--- config.mk ---
export PLATFORM = sky130hd
export DESIGN_NAME = dma_desc_mux_credit
export DESIGN_NICKNAME = d
export VERILOG_FILES = /design/src/rtl/dma_desc_mux_credit.sv
export SDC_FILE = /design/constraint.sdc
export NUM_CORES = 1
export LEC_CHECK = 0
export ABC_AREA = 1
export BUFFER_PORTS_ARGS = -buffer_cell sky130_fd_sc_hd__buf_2
export CAP_MARGIN = 0
export CORE_AREA = 3 3 282 284
export DETAILED_ROUTE_END_ITERATION = 16
export DIE_AREA = 0 0 285 287
export PLACE_DENSITY_LB_ADDON = 0.3
export SLEW_MARGIN = 20
export SYNTH_ARGS = -nofsm -noshare
export SYNTH_HDL_FRONTEND = slang
export SYNTH_SLANG_ARGS = --single-unit
--- constraint.sdc ---
create_clock -name clk -period 6.84 [get_ports clk]
set_clock_uncertainty 0.05 [all_clocks]
set_input_delay 0.342 -clock clk [delete_from_list [all_inputs] [get_ports clk]]
set_output_delay 0.342 -clock clk [all_outputs]
set_load 0.01 [all_outputs]
--- src/rtl/dma_desc_mux_credit.sv ---
// dma_desc_mux_credit: round-robin DMA descriptor mux with per-port credit limit,
// registered descriptor output, tag-based status routing and per-port accounting.
// Optional: define DMA_DESC_MUX_ERR_CNT_EN to enable per-port status error counters.
module dma_desc_mux_credit #(
    parameter int unsigned PORTS             = 4,
    parameter int unsigned DMA_ADDR_WIDTH    = 64,
    parameter int unsigned FUNCTION_ID_WIDTH = 8,
    parameter int unsigned RAM_SEL_WIDTH     = 2,
    parameter int unsigned RAM_ADDR_WIDTH    = 16,
    parameter int unsigned LEN_WIDTH         = 16,
    parameter int unsigned S_TAG_WIDTH       = 8,
    parameter int unsigned M_TAG_WIDTH       = S_TAG_WIDTH + $clog2(PORTS),
    parameter int unsigned MAX_OUTSTANDING   = 8,
    parameter int unsigned CNT_WIDTH         = $clog2(MAX_OUTSTANDING + 1)
) (
    input  logic                                      clk,
    input  logic                                      rst_n,

    input  logic [PORTS*DMA_ADDR_WIDTH-1:0]           s_desc_dma_addr,
    input  logic [PORTS*FUNCTION_ID_WIDTH-1:0]        s_desc_function_id,
    input  logic [PORTS*RAM_SEL_WIDTH-1:0]            s_desc_ram_sel,
    input  logic [PORTS*RAM_ADDR_WIDTH-1:0]           s_desc_ram_addr,
    input  logic [PORTS*LEN_WIDTH-1:0]                s_desc_len,
    input  logic [PORTS*S_TAG_WIDTH-1:0]              s_desc_tag,
    input  logic [PORTS-1:0]                          s_desc_valid,
    output logic [PORTS-1:0]                          s_desc_ready,

    output logic [DMA_ADDR_WIDTH-1:0]                 m_desc_dma_addr,
    output logic [FUNCTION_ID_WIDTH-1:0]              m_desc_function_id,
    output logic [RAM_SEL_WIDTH+$clog2(PORTS)-1:0]    m_desc_ram_sel,
    output logic [RAM_ADDR_WIDTH-1:0]                 m_desc_ram_addr,
    output logic [LEN_WIDTH-1:0]                      m_desc_len,
    output logic [M_TAG_WIDTH-1:0]                    m_desc_tag,
    output logic                                      m_desc_valid,
    input  logic                                      m_desc_ready,

    input  logic [M_TAG_WIDTH-1:0]                    s_status_tag,
    input  logic [3:0]                                s_status_error,
    input  logic                                      s_status_valid,

    output logic [PORTS*S_TAG_WIDTH-1:0]              m_status_tag,
    output logic [PORTS*4-1:0]                        m_status_error,
    output logic [PORTS-1:0]                          m_status_valid,

    output logic [PORTS*CNT_WIDTH-1:0]                port_outstanding,
    output logic [PORTS-1:0]                          port_underflow,
    output logic [PORTS*16-1:0]                       port_err_count
);

    localparam int unsigned IDX_W   = $clog2(PORTS);
    localparam int unsigned M_SEL_W = RAM_SEL_WIDTH + IDX_W;

    // Arbitration state and per-port counters
    logic [IDX_W-1:0]     rr_q;
    logic [CNT_WIDTH-1:0] cnt_q [PORTS];
    logic [PORTS-1:0]     underflow_q;

    // Output descriptor register
    logic [DMA_ADDR_WIDTH-1:0]    desc_dma_addr_q;
    logic [FUNCTION_ID_WIDTH-1:0] desc_function_id_q;
    logic [M_SEL_W-1:0]           desc_ram_sel_q;
    logic [RAM_ADDR_WIDTH-1:0]    desc_ram_addr_q;
    logic [LEN_WIDTH-1:0]         desc_len_q;
    logic [M_TAG_WIDTH-1:0]       desc_tag_q;
    logic                         desc_valid_q;

    // Status output registers
    logic [S_TAG_WIDTH-1:0] st_tag_q [PORTS];
    logic [3:0]             st_err_q [PORTS];
    logic [PORTS-1:0]       st_valid_q;

    // Combinational arbitration / decode results
    logic [PORTS-1:0] eligible_c;
    logic             load_en_c;
    logic             grant_c;
    logic [IDX_W-1:0] grant_idx_c;
    logic [IDX_W-1:0] st_idx_c;
    logic [PORTS-1:0] st_hit_c;

    // Eligibility: valid request and credit available
    always_comb begin
        eligible_c = '0;
        for (int unsigned i = 0; i < PORTS; i++) begin
            eligible_c[i] = s_desc_valid[i] && (cnt_q[i] < CNT_WIDTH'(MAX_OUTSTANDING));
        end
    end

    // Round-robin search starting at rr_q, at most one grant when the output slot frees
    always_comb begin : p_arb
        logic [IDX_W:0]   sum;
        logic [IDX_W-1:0] cand;
        sum         = '0;
        cand        = '0;
        grant_c     = 1'b0;
        grant_idx_c = '0;
        load_en_c   = !desc_valid_q || m_desc_ready;
        for (int unsigned k = 0; k < PORTS; k++) begin
            sum = {1'b0, rr_q} + (IDX_W+1)'(k);
            if (sum >= (IDX_W+1)'(PORTS)) begin
                sum = sum - (IDX_W+1)'(PORTS);
            end
            cand = sum[IDX_W-1:0];
            if (load_en_c && !grant_c && eligible_c[cand]) begin
                grant_c     = 1'b1;
                grant_idx_c = cand;
            end
        end
    end

    // Ready is a one-hot of the granted port
    always_comb begin
        s_desc_ready = '0;
        if (grant_c) begin
            s_desc_ready[grant_idx_c] = 1'b1;
        end
    end

    // Status decode: tag MSBs pick the port, out-of-range indices match nothing
    always_comb begin
        st_idx_c = s_status_tag[M_TAG_WIDTH-1 -: IDX_W];
        st_hit_c = '0;
        for (int unsigned i = 0; i < PORTS; i++) begin
            st_hit_c[i] = s_status_valid && (st_idx_c == IDX_W'(i));
        end
    end

    // Round-robin pointer: next search begins after the granted port
    always_ff @(posedge clk or negedge rst_n) begin
        if (!rst_n) begin
            rr_q <= '0;
        end else if (grant_c) begin
            if (grant_idx_c == IDX_W'(PORTS - 1)) begin
                rr_q <= '0;
            end else begin
                rr_q <= grant_idx_c + IDX_W'(1);
            end
        end
    end

    // Output descriptor register: load on grant, clear when drained with nothing new
    always_ff @(posedge clk or negedge rst_n) begin
        if (!rst_n) begin
            desc_dma_addr_q    <= '0;
            desc_function_id_q <= '0;
            desc_ram_sel_q     <= '0;
            desc_ram_addr_q    <= '0;
            desc_len_q         <= '0;
            desc_tag_q         <= '0;
            desc_valid_q       <= 1'b0;
        end else if (grant_c) begin
            desc_dma_addr_q    <= s_desc_dma_addr[grant_idx_c*DMA_ADDR_WIDTH +: DMA_ADDR_WIDTH];
            desc_function_id_q <= s_desc_function_id[grant_idx_c*FUNCTION_ID_WIDTH +: FUNCTION_ID_WIDTH];
            desc_ram_sel_q     <= {grant_idx_c, s_desc_ram_sel[grant_idx_c*RAM_SEL_WIDTH +: RAM_SEL_WIDTH]};
            desc_ram_addr_q    <= s_desc_ram_addr[grant_idx_c*RAM_ADDR_WIDTH +: RAM_ADDR_WIDTH];
            desc_len_q         <= s_desc_len[grant_idx_c*LEN_WIDTH +: LEN_WIDTH];
            desc_tag_q         <= M_TAG_WIDTH'({grant_idx_c, s_desc_tag[grant_idx_c*S_TAG_WIDTH +: S_TAG_WIDTH]});
            desc_valid_q       <= 1'b1;
        end else if (m_desc_ready) begin
            desc_valid_q       <= 1'b0;
        end
    end

    // Outstanding counters: +1 on grant, -1 on status, both cancel; status at zero flags underflow
    always_ff @(posedge clk or negedge rst_n) begin
        if (!rst_n) begin
            for (int unsigned i = 0; i < PORTS; i++) begin
                cnt_q[i] <= '0;
            end
            underflow_q <= '0;
        end else begin
            for (int unsigned i = 0; i < PORTS; i++) begin
                if (grant_c && (grant_idx_c == IDX_W'(i)) && !st_hit_c[i]) begin
                    cnt_q[i] <= cnt_q[i] + CNT_WIDTH'(1);
                end else if (st_hit_c[i] && !(grant_c && (grant_idx_c == IDX_W'(i)))) begin
                    if (cnt_q[i] == '0) begin
                        underflow_q[i] <= 1'b1;
                    end else begin
                        cnt_q[i] <= cnt_q[i] - CNT_WIDTH'(1);
                    end
                end
            end
        end
    end

    // Status routing: one-cycle valid pulse, tag/error captured for the addressed port
    always_ff @(posedge clk or negedge rst_n) begin
        if (!rst_n) begin
            for (int unsigned i = 0; i < PORTS; i++) begin
                st_tag_q[i] <= '0;
                st_err_q[i] <= '0;
            end
            st_valid_q <= '0;
        end else begin
            st_valid_q <= st_hit_c;
            for (int unsigned i = 0; i < PORTS; i++) begin
                if (st_hit_c[i]) begin
                    st_tag_q[i] <= s_status_tag[S_TAG_WIDTH-1:0];
                    st_err_q[i] <= s_status_error;
                end
            end
        end
    end

`ifdef DMA_DESC_MUX_ERR_CNT_EN
    logic [15:0] err_cnt_q [PORTS];

    // Saturating count of error statuses per port
    always_ff @(posedge clk or negedge rst_n) begin
        if (!rst_n) begin
            for (int unsigned i = 0; i < PORTS; i++) begin
                err_cnt_q[i] <= '0;
            end
        end else begin
            for (int unsigned i = 0; i < PORTS; i++) begin
                if (st_hit_c[i] && (s_status_error != 4'h0) && (err_cnt_q[i] != 16'hFFFF)) begin
                    err_cnt_q[i] <= err_cnt_q[i] + 16'd1;
                end
            end
        end
    end

    // Pack error counters onto the flat output
    always_comb begin
        port_err_count = '0;
        for (int unsigned i = 0; i < PORTS; i++) begin
            port_err_count[i*16 +: 16] = err_cnt_q[i];
        end
    end
`else
    assign port_err_count = '0;
`endif

    // Pack per-port registers onto flat outputs
    always_comb begin
        m_status_tag     = '0;
        m_status_error   = '0;
        port_outstanding = '0;
        for (int unsigned i = 0; i < PORTS; i++) begin
            m_status_tag[i*S_TAG_WIDTH +: S_TAG_WIDTH] = st_tag_q[i];
            m_status_error[i*4 +: 4]                   = st_err_q[i];
            port_outstanding[i*CNT_WIDTH +: CNT_WIDTH] = cnt_q[i];
        end
    end

    assign m_status_valid     = st_valid_q;
    assign port_underflow     = underflow_q;
    assign m_desc_dma_addr    = desc_dma_addr_q;
    assign m_desc_function_id = desc_function_id_q;
    assign m_desc_ram_sel     = desc_ram_sel_q;
    assign m_desc_ram_addr    = desc_ram_addr_q;
    assign m_desc_len         = desc_len_q;
    assign m_desc_tag         = desc_tag_q;
    assign m_desc_valid       = desc_valid_q;

endmodule
After elaboration in Yosys (flattened, before gate mapping) --
Index checks and enable logic that the tools add are counted.
Operators by class: reductions and logical operators 60, equality and inequality tests 10, bitwise gates (word level) 4, $add $sub $neg 16, shift-type cells 6, mux-type cells 38, $lt $le $gt $ge 14
Operator list (number):
- $shiftx 256x9->64 | 1
- $shiftx 64x7->16 | 2
- $shiftx 32x6->8 | 2
- $mux 4 | 13
- $logic_and 1x1->1 | 28
- $mux 2 | 9
- $add 4x1->4 const B | 4
- $logic_not 4->1 | 4
- $lt 4x4->1 const B | 4
- $sub 4x1->4 const B | 4
- $lt 2x3->1 const B | 5
- $logic_not 1->1 | 12
- $reduce_and 3->1 | 4
- $mux 1 | 11
- $reduce_bool 2->1 | 5
- $ge 3x3->1 const B | 3
- $bmux 1 s2 | 4
- $eq 2x2->1 const B | 4
- $ne 2x2->1 const B | 4
- $reduce_and 2->1 | 4
- $shiftx 8x4->2 | 1
- $sub 2x1->2 const B | 4
- $add 2x2->3 const B | 2
- $eq 2x1->1 const B | 2
- other kinds (8) | 12
Storage, ports and cells: register bits 193

Depth between registers and ports, before layout --
Gate-level depths: netlist (run 1).
depth after elaboration 24, gate-level depth with buffers 24

Worst setup path after synthesis (run 1) --
No wires, ideal clock.
path type reg2reg, start point register rr_q[0], end point register cnt_q (netlist bit port_outstanding[3]), cell stages (with the launch flop) 23, setup slack 3574 ps, buffers on the path 3, required time 6711 ps, period minus slack after synthesis 3266 ps, data arrival time 3137 ps, cell sequence dfrtp_1 -> buf_6 -> inv_4 -> nand2_1 -> nand2_1 -> nand3_1 -> nand2_2 -> inv_2 -> nand3_2 -> nand2_1 -> nand2_1 -> nand2_2 -> buf_4 -> buf_6 -> nor3_1 -> ha_1 -> inv_1 -> ha_1 -> a21o_1 -> a21oi_1 -> a21oi_1 -> o21ai_0 -> xor2_1
On the way: longest elaborated chain between the ends 24, elaborated cells between the ends (all ways) 50, classes of those cells 7 x add/sub; 4 x order compare; 1 x eq/ne; 21 x mux; 17 x reduce/logical
RTL lines:
- start: declaration | RTL line 54 | logic [IDX_W-1:0] rr_q;
- start signal: assignment | RTL line 135 | rr_q <= grant_idx_c + IDX_W'(1);
- $ge 2x3->1 / $sub 2x1->2 (equally long branches) | RTL line 99, 100
- $mux 2 | RTL line 99 | if (sum >= (IDX_W+1)'(PORTS)) begin
- $bmux 1 s2 | RTL line 103 | if (load_en_c && !grant_c && eligible_c[cand]) begin
- $mux 1 (implied by the code) | RTL line 103
- $logic_and 1x1->1 | RTL line 103
- $mux 1 | RTL line 103
- $logic_not 1->1 | RTL line 103
- $logic_and 1x1->1 (2 in a row) | RTL line 103
- (+6 left out)
- $logic_and 1x1->1 (2 in a row) | RTL line 103
- $mux 2 | RTL line 103
- $logic_not 2->1 | RTL line 172, 174
- $logic_and 1x1->1 * | RTL line 172, 174
- $logic_not 1->1 | RTL line 174 | end else if (st_hit_c[i] && !(grant_c && (grant_idx_c == IDX_W'(i)))) begin
- $logic_and 1x1->1 | RTL line 174
- $reduce_bool 2->1 (no source line)
- $reduce_and 2->1 (no source line)
- end signal: indexed assignment | RTL line 173 | cnt_q[i] <= cnt_q[i] + CNT_WIDTH'(1);
- end signal: indexed assignment | RTL line 178 | cnt_q[i] <= cnt_q[i] - CNT_WIDTH'(1);
- end: declaration | RTL line 55 | logic [CNT_WIDTH-1:0] cnt_q [PORTS];
Every way passes the cells marked *; elsewhere a longest branch is shown, timed or not. The select of a mux whose other input is x is not followed. A chain may end at the register's enable or synchronous reset.

Worst setup path after layout (run 1) --
start point register rr_q[0], end point register cnt_q (netlist bit port_outstanding[15])
On the way: longest elaborated chain between the ends 24, elaborated cells between the ends (all ways) 50, classes of those cells 7 x add/sub; 4 x order compare; 2 x eq/ne; 21 x mux; 16 x reduce/logical
RTL lines (RTL line):
- $ge 2x3->1 / $sub 2x1->2 (equally long branches) | 99, 100
- $mux 2 | 99
- $bmux 1 s2 | 103
- $mux 1 (implied by the code) | 103
- $logic_and 1x1->1 | 103
- $mux 1 | 103
- $logic_not 1->1 | 103
- $logic_and 1x1->1 (2 in a row) | 103
- (+6 left out)
- $logic_and 1x1->1 (2 in a row) | 103
- $mux 2 | 103
- $eq 2x2->1 | 172, 174
- $logic_and 1x1->1 * | 172, 174
- $logic_not 1->1 | 174
- $logic_and 1x1->1 | 174
- $reduce_bool 2->1 (no source line)
- $reduce_and 2->1 (no source line)
Marks and branches as above.

==> results of run 1 <==
[logic make-up (layout without fill, tap and decap cells)]
kind of cell,Yosys count,in the layout,synth area share (%)
other cells,1,68,0.0265
xor+xnor,12,12,0.744
mux,4,4,0.319
compound gates,76,76,2.86
flops,191,191,33.8
fa+ha+maj,21,21,2.07
simple gates,1268,1268,38.3
buf+inv,699,1219,21.9
[final cells by class]
cell class	instances	area, sq um
Timing Repair Buffer	687	3520
Sequential cell	191	4780
Multi-Input combinational cell	1445	6550
Clock inverter	15	190
Clock buffer	17	425
Inverter	500	1880
Antenna cell	4	10.0
Fill cell	9019	58700
Tap cell	1040	1300
[layer usage]
metal / global-route usage [%] / wire length, microns / up-vias / part of all wire (%)
li1: - / - / 7833 / -
met1: 18.6 / 26400 / 7021 / 43
met2: 24.7 / 29800 / 561 / 48
met3: 3.26 / 4270 / 62 / 6.9
met4: 4.21 / 1240 / 10 / 2.0
met5: 0 / 62 / - / 0.10
[worst paths after layout]
path                                        end  slack, ns               from  cells after the start
min in group asynchronous      m_status_tag[22]       0.40              rst_n                      2
hold reg to reg               port_underflow[0]       0.41  port_underflow[0]                      1
setup reg to reg           port_outstanding[15]       2.71            rr_q[0]                     21
hold / removal                m_status_valid[0]       0.08    s_status_tag[8]                      2
setup / recovery           port_outstanding[15]       2.71            rr_q[0]                     21
max in group asynchronous   m_desc_dma_addr[20]       5.17              rst_n                      3
[cell usage in the layout (no fill, tap or decap), types with 2 or more instances in the layout]
cell and n:
inv_2 6, clkinv_8 4, xor2_1 4, o21ai_0 58
dlygate4sd3_1 2, nand2_2 2, nand3_1 473, a21o_1 8
nand4_1 3, buf_2 671, inv_4 2, xnor2_1 8
diode_2 4, clkbuf_16 17, a21oi_1 9, mux2_2 4
conb_1 64, nand2_1 767, buf_12 2, nor4_1 4
inv_1 492, buf_4 11, nand2_8 2, inv_8 5
clkinv_4 2, dfrtp_1 191, ha_1 17, nor3_1 6
fa_1 4, nor2_1 6
[what timing repair did]
item | 4_1_cts | 5_1_grt
endpoints found under the hold margin | 91 | 0
hold buffers | 2 | 0
setup endpoints to repair | 0 | 0
[registers in the layout, indices dropped and copies added, names as in the netlist, 4 cells and up]
name	cells
m_desc_dma_addr	64
m_status_tag	32
m_desc_len	16
m_desc_ram_addr	16
m_status_error	16
port_outstanding	16
m_desc_function_id	8
m_desc_tag	8
m_desc_ram_sel	4
m_status_valid	4
port_underflow	4
[worst max-delay path, delay by kind of cell, from the launching register on]
family                   cells  cell delay [ns]
AO/OA/AOI/OAI                4             0.52
XOR/XNOR                     1             0.16
adder cells (fa/ha/maj)      3             0.80
buffers and inverters        4             0.43
flip-flops                   1             0.50
AND/OR/NAND/NOR              9             1.57
[power breakdown]
| part | total, mW | leakage, nW | switching, mW | internal, mW |
|---|---|---|---|---|
| clock | 1.11 | 0.298 | 0.577 | 0.529 |
| sequential | 2.01 | 2.34 | 0.306 | 1.70 |
| combinational | 8.23 | 9.18 | 5.67 | 2.56 |
[stage by stage]
stage	cells	worst slack, ns	hold slack, ns	utilization, %
3_5_place_dp	3861	2.62	0.371	23.3
6_report	3899	2.71	0.0761	24.1
2_1_floorplan	2335	3.57	-0.00359	-
4_1_cts	3895	2.65	0.0200	24.1
5_1_grt	3898	2.23	0.0468	24.1
3_3_place_gp	3861	2.65	0.360	23.3
==> flow_summary.yaml, run 1 <==
pwr:
  ir_drop_v: 0.000525
  leakage_nw: 11.8
  p_total_mw: 11.3
  cellPowerDensity_nw_per_um2: 608
synth:
  yosysTopAreaCellShare_pct: 33.8
  async_reset_ff_share_pct: 100
  synth.area.top_cells: "dfrtp_1, nand2_1, nand3_1, inv_1, buf_4"
  synth-edff-count: 0
  syn_area_sq_um: 14100
  ys_types: 29
  yosysTopAreaCell: "dfrtp_1"
  synth_top_flop_cell: "dfrtp_1"
  synth.avg_cell_area_sq_um: 6.22
  synth_cells: 2272
  post-synth-top-count-cell: "nand2_1"
  ys_ff_latch: 191
  synthTopCellsByCount: "nand2_1, inv_1, nand3_1, dfrtp_1, buf_4"
  seq_area_frac_synth_pct: 33.8
  ys_warn_count: 0
timing:
  finalHoldViolCount: 0
  fin_crit_ns: 4.13
  setup_viol: 0
  slew_headroom_pct: 29.9
  drv_slew: 0
  fmax_mhz: 242
  worstMarginPinSlew_ns: 1.05
  finalSetupTns_ns: 0
  min_period_over_period_pct: 60.4
  rsz0062_at_grt: "no"
setup_path:
  slowest_delay_ns: 0.59
  cp_common_cell: "nand2_1"
  required_ns: 7.19
  cp-start-kind: "register"
  cp.arrival_ns: 4.49
  path_max_fanout: 66
  end_kind: "register"
  path_cells: "inv_4 -> nand2_1 -> nand2_1 -> nand3_1 -> nand2_2 -> inv_2 -> nand3_2 -> nand2_1 -> nand2_4 -> nand2_8 -> ha_1 -> nand2_1 -> inv_1 -> ha_1 -> inv_1 -> ha_1 -> a21o_1 -> a21oi_1 -> a21oi_1 -> o21ai_0 -> xor2_1"
  slowest_stage: "nand2_4"
  crit_type: "register to register"
route:
  finalWirelength_microns: 61800
  drc: 0
  dr.pass1.iters: 5
  ant_nets: 0
  via_count: 15500
  wl_per_cell_microns: 15.9
  initialDrtViolationCount: 920
  viasPerCell: 3.97
clock_tree:
  clk_latency_ns: 0.49
  cts_made_buffers: 17
  cts_root_buf: "clkbuf_16"
  cts_resized: 0
  htreeDepth: 4
  clock_path_buffers: 2
  cts_tree: "yes"
  postCtsSetupBuffers: 0
  clk_pin_slew_ns: 0.09
  clkSinkCount: 191
global_routing:
  grt_pass1_wl_microns: 91900
  antenna_found_initial: 12
  grt_use_total_pct: 14.6
  grt_pass1_vias: 15000
  grt_max_degree: 165
  overflow: 0
final_layout:
  layout-drive-gt1-share_pct: 25.9
  areaGrowthSynthToFinish_pct: 32.0
  final_area_sq_um: 18700
  final_nets: 3341
place:
  dpl.hpwl_microns: 46900
  routabilityCongestion: 0.887
  place_area_sq_um: 18000
  port_buffers: 672
floorplan:
  die_area_sq_um: 81800
  core_region_area_sq_um: 77300
  die_height_microns: 287
  die_width_microns: 285
  rows: 102
  initial_core_util_pct: 18.3
  ioPinCount: 737
flow_run:
  max-cap-violations: 0
min_path:
  hp-class: "input pin to register"
outcome:
  outcome: "completed"
Power figures use the tool's default switching activity.
==> run 2, diff against run 1 <==
==> constraint.sdc (replaced) <==
create_clock -name clk -period 3.6 [get_ports clk]
set_clock_uncertainty 0.05 [all_clocks]
set_input_delay 0.18 -clock clk [delete_from_list [all_inputs] [get_ports clk]]
set_output_delay 0.18 -clock clk [all_outputs]
set_load 0.01 [all_outputs]
==> run 2 against run 1 <==
  * Clock-buffer cell count grew 1
  * Clock power up 82%
  * Via count is 6.2% higher
  * Sequential power up 91%
  * Utilization is 2.2 points higher
  * Register-to-register slack worse by 2.4 ns
  * Worst hold slack got worse by 0.029 ns
  * Non-clock buffer count up 158
  * Critical path depth fell by 5
  * Global-route usage rose by 0.52 points
  * Critical path type unchanged
  * Critical endpoint is now m_desc_dma_addr[55]
==> flow_summary.yaml, run 2 (same netlist as run 1, synthesis figures left out) <==
outcome:
  outcome: "completed"
final_layout:
  finalNonFillerCells: 4062
  final_common_cell: "nand2_1"
  final_nets: 3499
  mostFrequentLayoutCells: "nand2_1, buf_2, inv_1"
  largest_reg_flops: 64
  n_fill_cell: 8878
  areaGrowthSynthToFinish_pct: 44.1
  layout-drive-gt1-share_pct: 25.1
place:
  routabilityCongestion: 0.869
  post-place-ws_ns: 0.314
  dpl.hpwl_microns: 46300
  dp.cells: 3870
  port_buffers: 672
route:
  viasPerCell: 4.05
  wl_met3_microns: 4530
  drc: 0
  ant_nets: 0
  wirelength_met1_microns: 28200
  dr.pass1.iters: 8
  finalWirelength_microns: 67200
  wl_per_cell_microns: 16.5
  met2RoutedLength_microns: 32500
  via_count: 16400
  top_layer_used: "met5"
  initialDrtViolationCount: 785
timing:
  fin_crit_ns: 3.30
  rsz0062_at_grt: "no"
  worstMarginPinSlew_ns: 0.976
  setup_ws_ns: 0.297
  slew_headroom_pct: 34.9
  fmax_mhz: 303
  finalSetupTns_ns: 0
  setup_viol: 0
  finalHoldViolCount: 0
  min_period_over_period_pct: 91.7
  drv_slew: 0
setup_path:
  critPathTopFamily: "simple AND/OR/NAND/NOR gates"
  crit_type: "register to register"
  cp-start-kind: "register"
  worst-r2r-cell-count: 16
  path_cells: "inv_6 -> nand2_1 -> nand2_1 -> nand3_1 -> nand2_2 -> nand4_1 -> nor2_2 -> buf_4 -> nand2_8 -> buf_16 -> nand3_1 -> nand3_1 -> dlygate4sd3_1 -> nand2_1 -> nand2_1 -> nand2_1"
  worstPathBufferInverterCount: 4
  slowest_delay_ns: 0.58
  slowest_stage: "dlygate4sd3_1"
  r2r-end: "m_desc_dma_addr[55]"
  required_ns: 3.98
  cp.arrival_ns: 3.69
  r2r_setup_slack_ns: 0.30
  end_kind: "register"
  reg2reg_from: "rr_q[0]"
  path_max_fanout: 114
  cp_common_cell: "nand2_1"
global_routing:
  grt_max_degree: 229
  grt_use_total_pct: 15.1
  antenna_found_initial: 12
  overflow: 0
  grt_pass1_wl_microns: 95000
  grt_pass1_vias: 15700
floorplan:
  core_region_area_sq_um: 77300
  die_area_sq_um: 81800
  rows: 102
  die_height_microns: 287
  die_width_microns: 285
  initial_core_util_pct: 18.3
  ioPinCount: 737
min_path:
  hp-class: "input pin to register"
  holdPathEnd: "m_desc_dma_addr[5]"
  min_path_cells: 7
  worstHoldStart: "s_desc_dma_addr[69]"
clock_tree:
  cts_made_buffers: 17
  cts_root_buf: "clkbuf_16"
  clk_pin_slew_ns: 0.09
  clock_path_buffers: 2
  htreeDepth: 4
  cts_tree: "yes"
  clkSinkCount: 191
  clk_latency_ns: 0.49
pwr:
  ir_drop_v: 0.00200
  p_total_mw: 23.4
  cellPowerDensity_nw_per_um2: 1150
  leakage_nw: 12.5
flow_run:
  max-cap-violations: 0
==> run 2: cell count changes in the layout (fill, tap and decap cells not counted), moves of 2 or more <==
| cell | previous run | this run |
|---|---|---|
| buf_12 | 2 | 5 |
| buf_4 | 11 | 14 |
| clkbuf_16 | 17 | 20 |
| inv_6 | 1 | 4 |
| buf_6 | 0 | 2 |
| dlygate4sd3_1 | 2 | 146 |
| buf_16 | 0 | 3 |
| diode_2 | 4 | 9 |
| inv_8 | 5 | 3 |
==> run 2: tightest hold or removal path, cell delays in order <==
cell and delay [ns]:
buf_2 0.07, inv_1 0.03, nand2_1 0.05, nand3_1 0.06, nand2_1 0.07, nand2_1 0.05, nand2_1 0.05
==> run 2: metal layers <==
metal	up-vias	global-route usage, %
met2	613	25.4
met3	86	3.63
met1	7564	18.9
li1	8174	-
met4	6	5.35
met5	-	0
==> run 2: worst max-delay path by stage <==
stage | from | endpoint | slack [ns] | depth (start not counted)
2_1_floorplan | rr_q[0] | port_outstanding[3] | 0.33 | 22
3_3_place_gp | rr_q[0] | port_outstanding[15] | 0.30 | 21
3_5_place_dp | rr_q[0] | port_outstanding[15] | 0.31 | 21
4_1_cts | rr_q[0] | m_desc_tag[4] | 0.02 | 17
5_1_grt | rr_q[0] | port_outstanding[15] | 0.02 | 21
6_report | rr_q[0] | m_desc_dma_addr[55] | 0.30 | 16
==> run 2: repair_timing <==
action	CTS	global route
endpoints found under the setup margin	0	41
hold buffers	146	0
hold endpoints to repair	205	0
gates resized for setup	0	9
setup buffers	0	2
==> run 2: area by class of cell <==
cell class	instances	area, sq um	area share [%]
clock buffer	18	429	2.11
clock inverter	14	166	0.817
timing repair buffer	845	5220	25.6
tap	1040	1300	6.39
inverter	500	1880	9.25
antenna	9	22.5	0.111
sequential	191	4780	23.5
multi-input combinational	1445	6560	32.2
==> run 2: power breakdown <==
group / leakage [nW] / switching [mW] / internal (mW) / total [mW]
clock network: 0.286 / 1.08 / 0.939 / 2.02
registers: 2.34 / 0.600 / 3.24 / 3.84
logic: 9.92 / 11.4 / 6.16 / 17.5
total: 12.5 / 13.1 / 10.3 / 23.4
==> run 2: per-stage QoR <==
stage | hold slack (ns) | util (%) | area, sq um
2_1_floorplan | -0.166 | - | 14400
3_3_place_gp | 0.247 | 23.5 | 18200
3_5_place_dp | 0.247 | 23.5 | 18200
4_1_cts | 0.000428 | 26.1 | 20200
5_1_grt | 0.0181 | 26.3 | 20400
6_report | 0.0471 | 26.3 | 20400
==> run 3, diff against run 2 <==
--- a/config.mk
+++ b/config.mk
@@ -8,9 +8,10 @@
 export ABC_AREA = 1
 export BUFFER_PORTS_ARGS = -buffer_cell sky130_fd_sc_hd__buf_2
 export CAP_MARGIN = 0
-export CORE_AREA = 3 3 282 284
+export CORE_AREA = 3 3 287 289
+export CTS_BUF_LIST = sky130_fd_sc_hd__clkbuf_8
 export DETAILED_ROUTE_END_ITERATION = 16
-export DIE_AREA = 0 0 285 287
+export DIE_AREA = 0 0 290 292
 export PLACE_DENSITY_LB_ADDON = 0.3
 export SLEW_MARGIN = 20
 export SYNTH_ARGS = -nofsm -noshare
==> run 3 against run 2 <==
  * First-iteration DRC count is 13% higher
  * Clock power down 20%
  * Register-to-register slack lost 0.07 ns
  * Setup slack got worse by 0.065 ns
  * Power increased by 2.1%
  * Non-clock buffer count grew 285
  * Die area grew 3.5%
  * Maximum frequency is 1.9% lower
  * Via count up 7.9%
  * Global-route usage increased by 0.91 points
==> flow_summary.yaml, run 3 (same netlist as run 1, synthesis figures left out) <==
timing:
  worstMarginPinSlew_ns: 0.787
  slew_headroom_pct: 47.5
  fmax_mhz: 297
  min_period_over_period_pct: 93.6
  drv_slew: 0
  fin_crit_ns: 3.37
  finalHoldViolCount: 0
  setup_viol: 0
  finalSetupTns_ns: 0
  rsz0062_at_grt: "no"
setup_path:
  cp.arrival_ns: 3.83
  crit_type: "register to register"
  end_kind: "register"
  path_max_fanout: 52
  cp-start-kind: "register"
  required_ns: 4.06
outcome:
  outcome: "completed"
final_layout:
  final_nets: 3785
  final_area_sq_um: 23000
  layout-drive-gt1-share_pct: 23.0
  finalNonFillerCells: 4363
  n_fill_cell: 8896
  mostFrequentLayoutCells: "nand2_1, buf_2, inv_1"
  final_common_cell: "nand2_1"
  areaGrowthSynthToFinish_pct: 62.5
  largest_reg_flops: 64
route:
  wl_per_cell_microns: 16.0
  via_count: 17800
  dr.pass1.iters: 5
  initialDrtViolationCount: 889
  ant_nets: 0
  drc: 0
  finalWirelength_microns: 70000
  viasPerCell: 4.07
floorplan:
  initial_core_util_pct: 17.6
  rows: 104
  die_width_microns: 290
  die_area_sq_um: 84700
  ioPinCount: 737
  die_height_microns: 292
  core_region_area_sq_um: 80200
place:
  routabilityCongestion: 0.910
  dp.cells: 3888
  dpl.hpwl_microns: 47700
  place_area_sq_um: 18200
  port_buffers: 672
clock_tree:
  clk_latency_ns: 0.57
  htreeDepth: 4
  cts_root_buf: "clkbuf_8"
  clock_path_buffers: 2
  cts_made_buffers: 17
  cts_tree: "yes"
  clk_pin_slew_ns: 0.13
  clkSinkCount: 191
global_routing:
  antenna_found_initial: 8
  grt_pass1_wl_microns: 105000
  grt_max_degree: 142
  overflow: 0
  grt_pass1_vias: 17900
  grt_use_total_pct: 16.0
min_path:
  hp-class: "input pin to register"
flow_run:
  max-cap-violations: 0
pwr:
  ir_drop_v: 0.00140
  leakage_nw: 13.5
  cellPowerDensity_nw_per_um2: 1040
  p_total_mw: 23.9
[run 3: final timing paths]
path | startpoint | endpoint | slack [ns] | cells past startpoint
max | rr_q[0] | m_desc_function_id[0] | 0.23 | 15
min | s_desc_dma_addr[123] | m_desc_dma_addr[59] | 0.05 | 7
max reg2reg | rr_q[0] | m_desc_function_id[0] | 0.23 | 15
min reg2reg | port_underflow[3] | port_underflow[3] | 0.42 | 1
max in group asynchronous | rst_n | port_underflow[2] | 2.43 | 3
min in group asynchronous | rst_n | m_status_tag[24] | 0.09 | 2
[run 3: critical path, cell delays in order (launching register included)]
cell and delay, ns:
dfrtp_2 0.47, inv_6 0.12, nand2_1 0.06, nand2_1 0.13, nand3_1 0.11, nand2_2 0.11
nand4_1 0.18, nor2_4 0.22, nand2_1 0.11, nand3_4 0.10, buf_4 0.59, nand3_1 0.13
dlygate4sd3_1 0.59, nand2_1 0.10, nand2_1 0.06, nand2_1 0.08
[run 3: where the power goes]
part | leakage (nW) | internal, mW | total [mW] | switching [mW]
sequential | 2.34 | 3.23 | 3.78 | 0.552
clock | 0.194 | 0.553 | 1.62 | 1.06
combinational | 11.0 | 6.87 | 18.5 | 11.6
total | 13.5 | 10.7 | 23.9 | 13.2
[run 3: repair_timing]
action / in CTS / in global routing
buffers inserted: 0 / 8
hold buffers: 430 / 0
gates resized for setup: 1 / 7
endpoints found under the hold margin: 244 / 0
pin swaps: 0 / 3
cloned: 0 / 1
endpoints found under the setup margin: 1 / 68
[run 3: layer usage]
layer | track usage [%] | wire length [microns] | up-vias
li1 | - | - | 8718
met3 | 3.13 | 4310 | 125
met2 | 27.4 | 33600 | 724
met4 | 6.27 | 2510 | 2
met5 | 0 | 13 | -
met1 | 19.9 | 29500 | 8181
[run 3: stage by stage]
stage	hold slack, ns	setup slack [ns]	utilization, %
floorplan	-0.166	0.334	-
global placement	0.190	-0.00932	22.7
detailed placement	0.167	0.0277	22.7
CTS	0.000299	0.0436	28.5
global route	0.0393	0.0282	28.7
finish	0.0465	0.232	28.7
[run 3: final cells by class]
cell class | instances | area (sq um) | area share [%]
clock buffers | 19 | 262 | 1.14
clock inverters | 13 | 138 | 0.599
well taps | 1060 | 1330 | 5.77
diodes | 4 | 10.0 | 0.0436
inverters | 500 | 1880 | 8.20
multi-input cells | 1446 | 6570 | 28.6
flip-flops and latches | 191 | 4780 | 20.8
repair buffers | 1130 | 8000 | 34.8
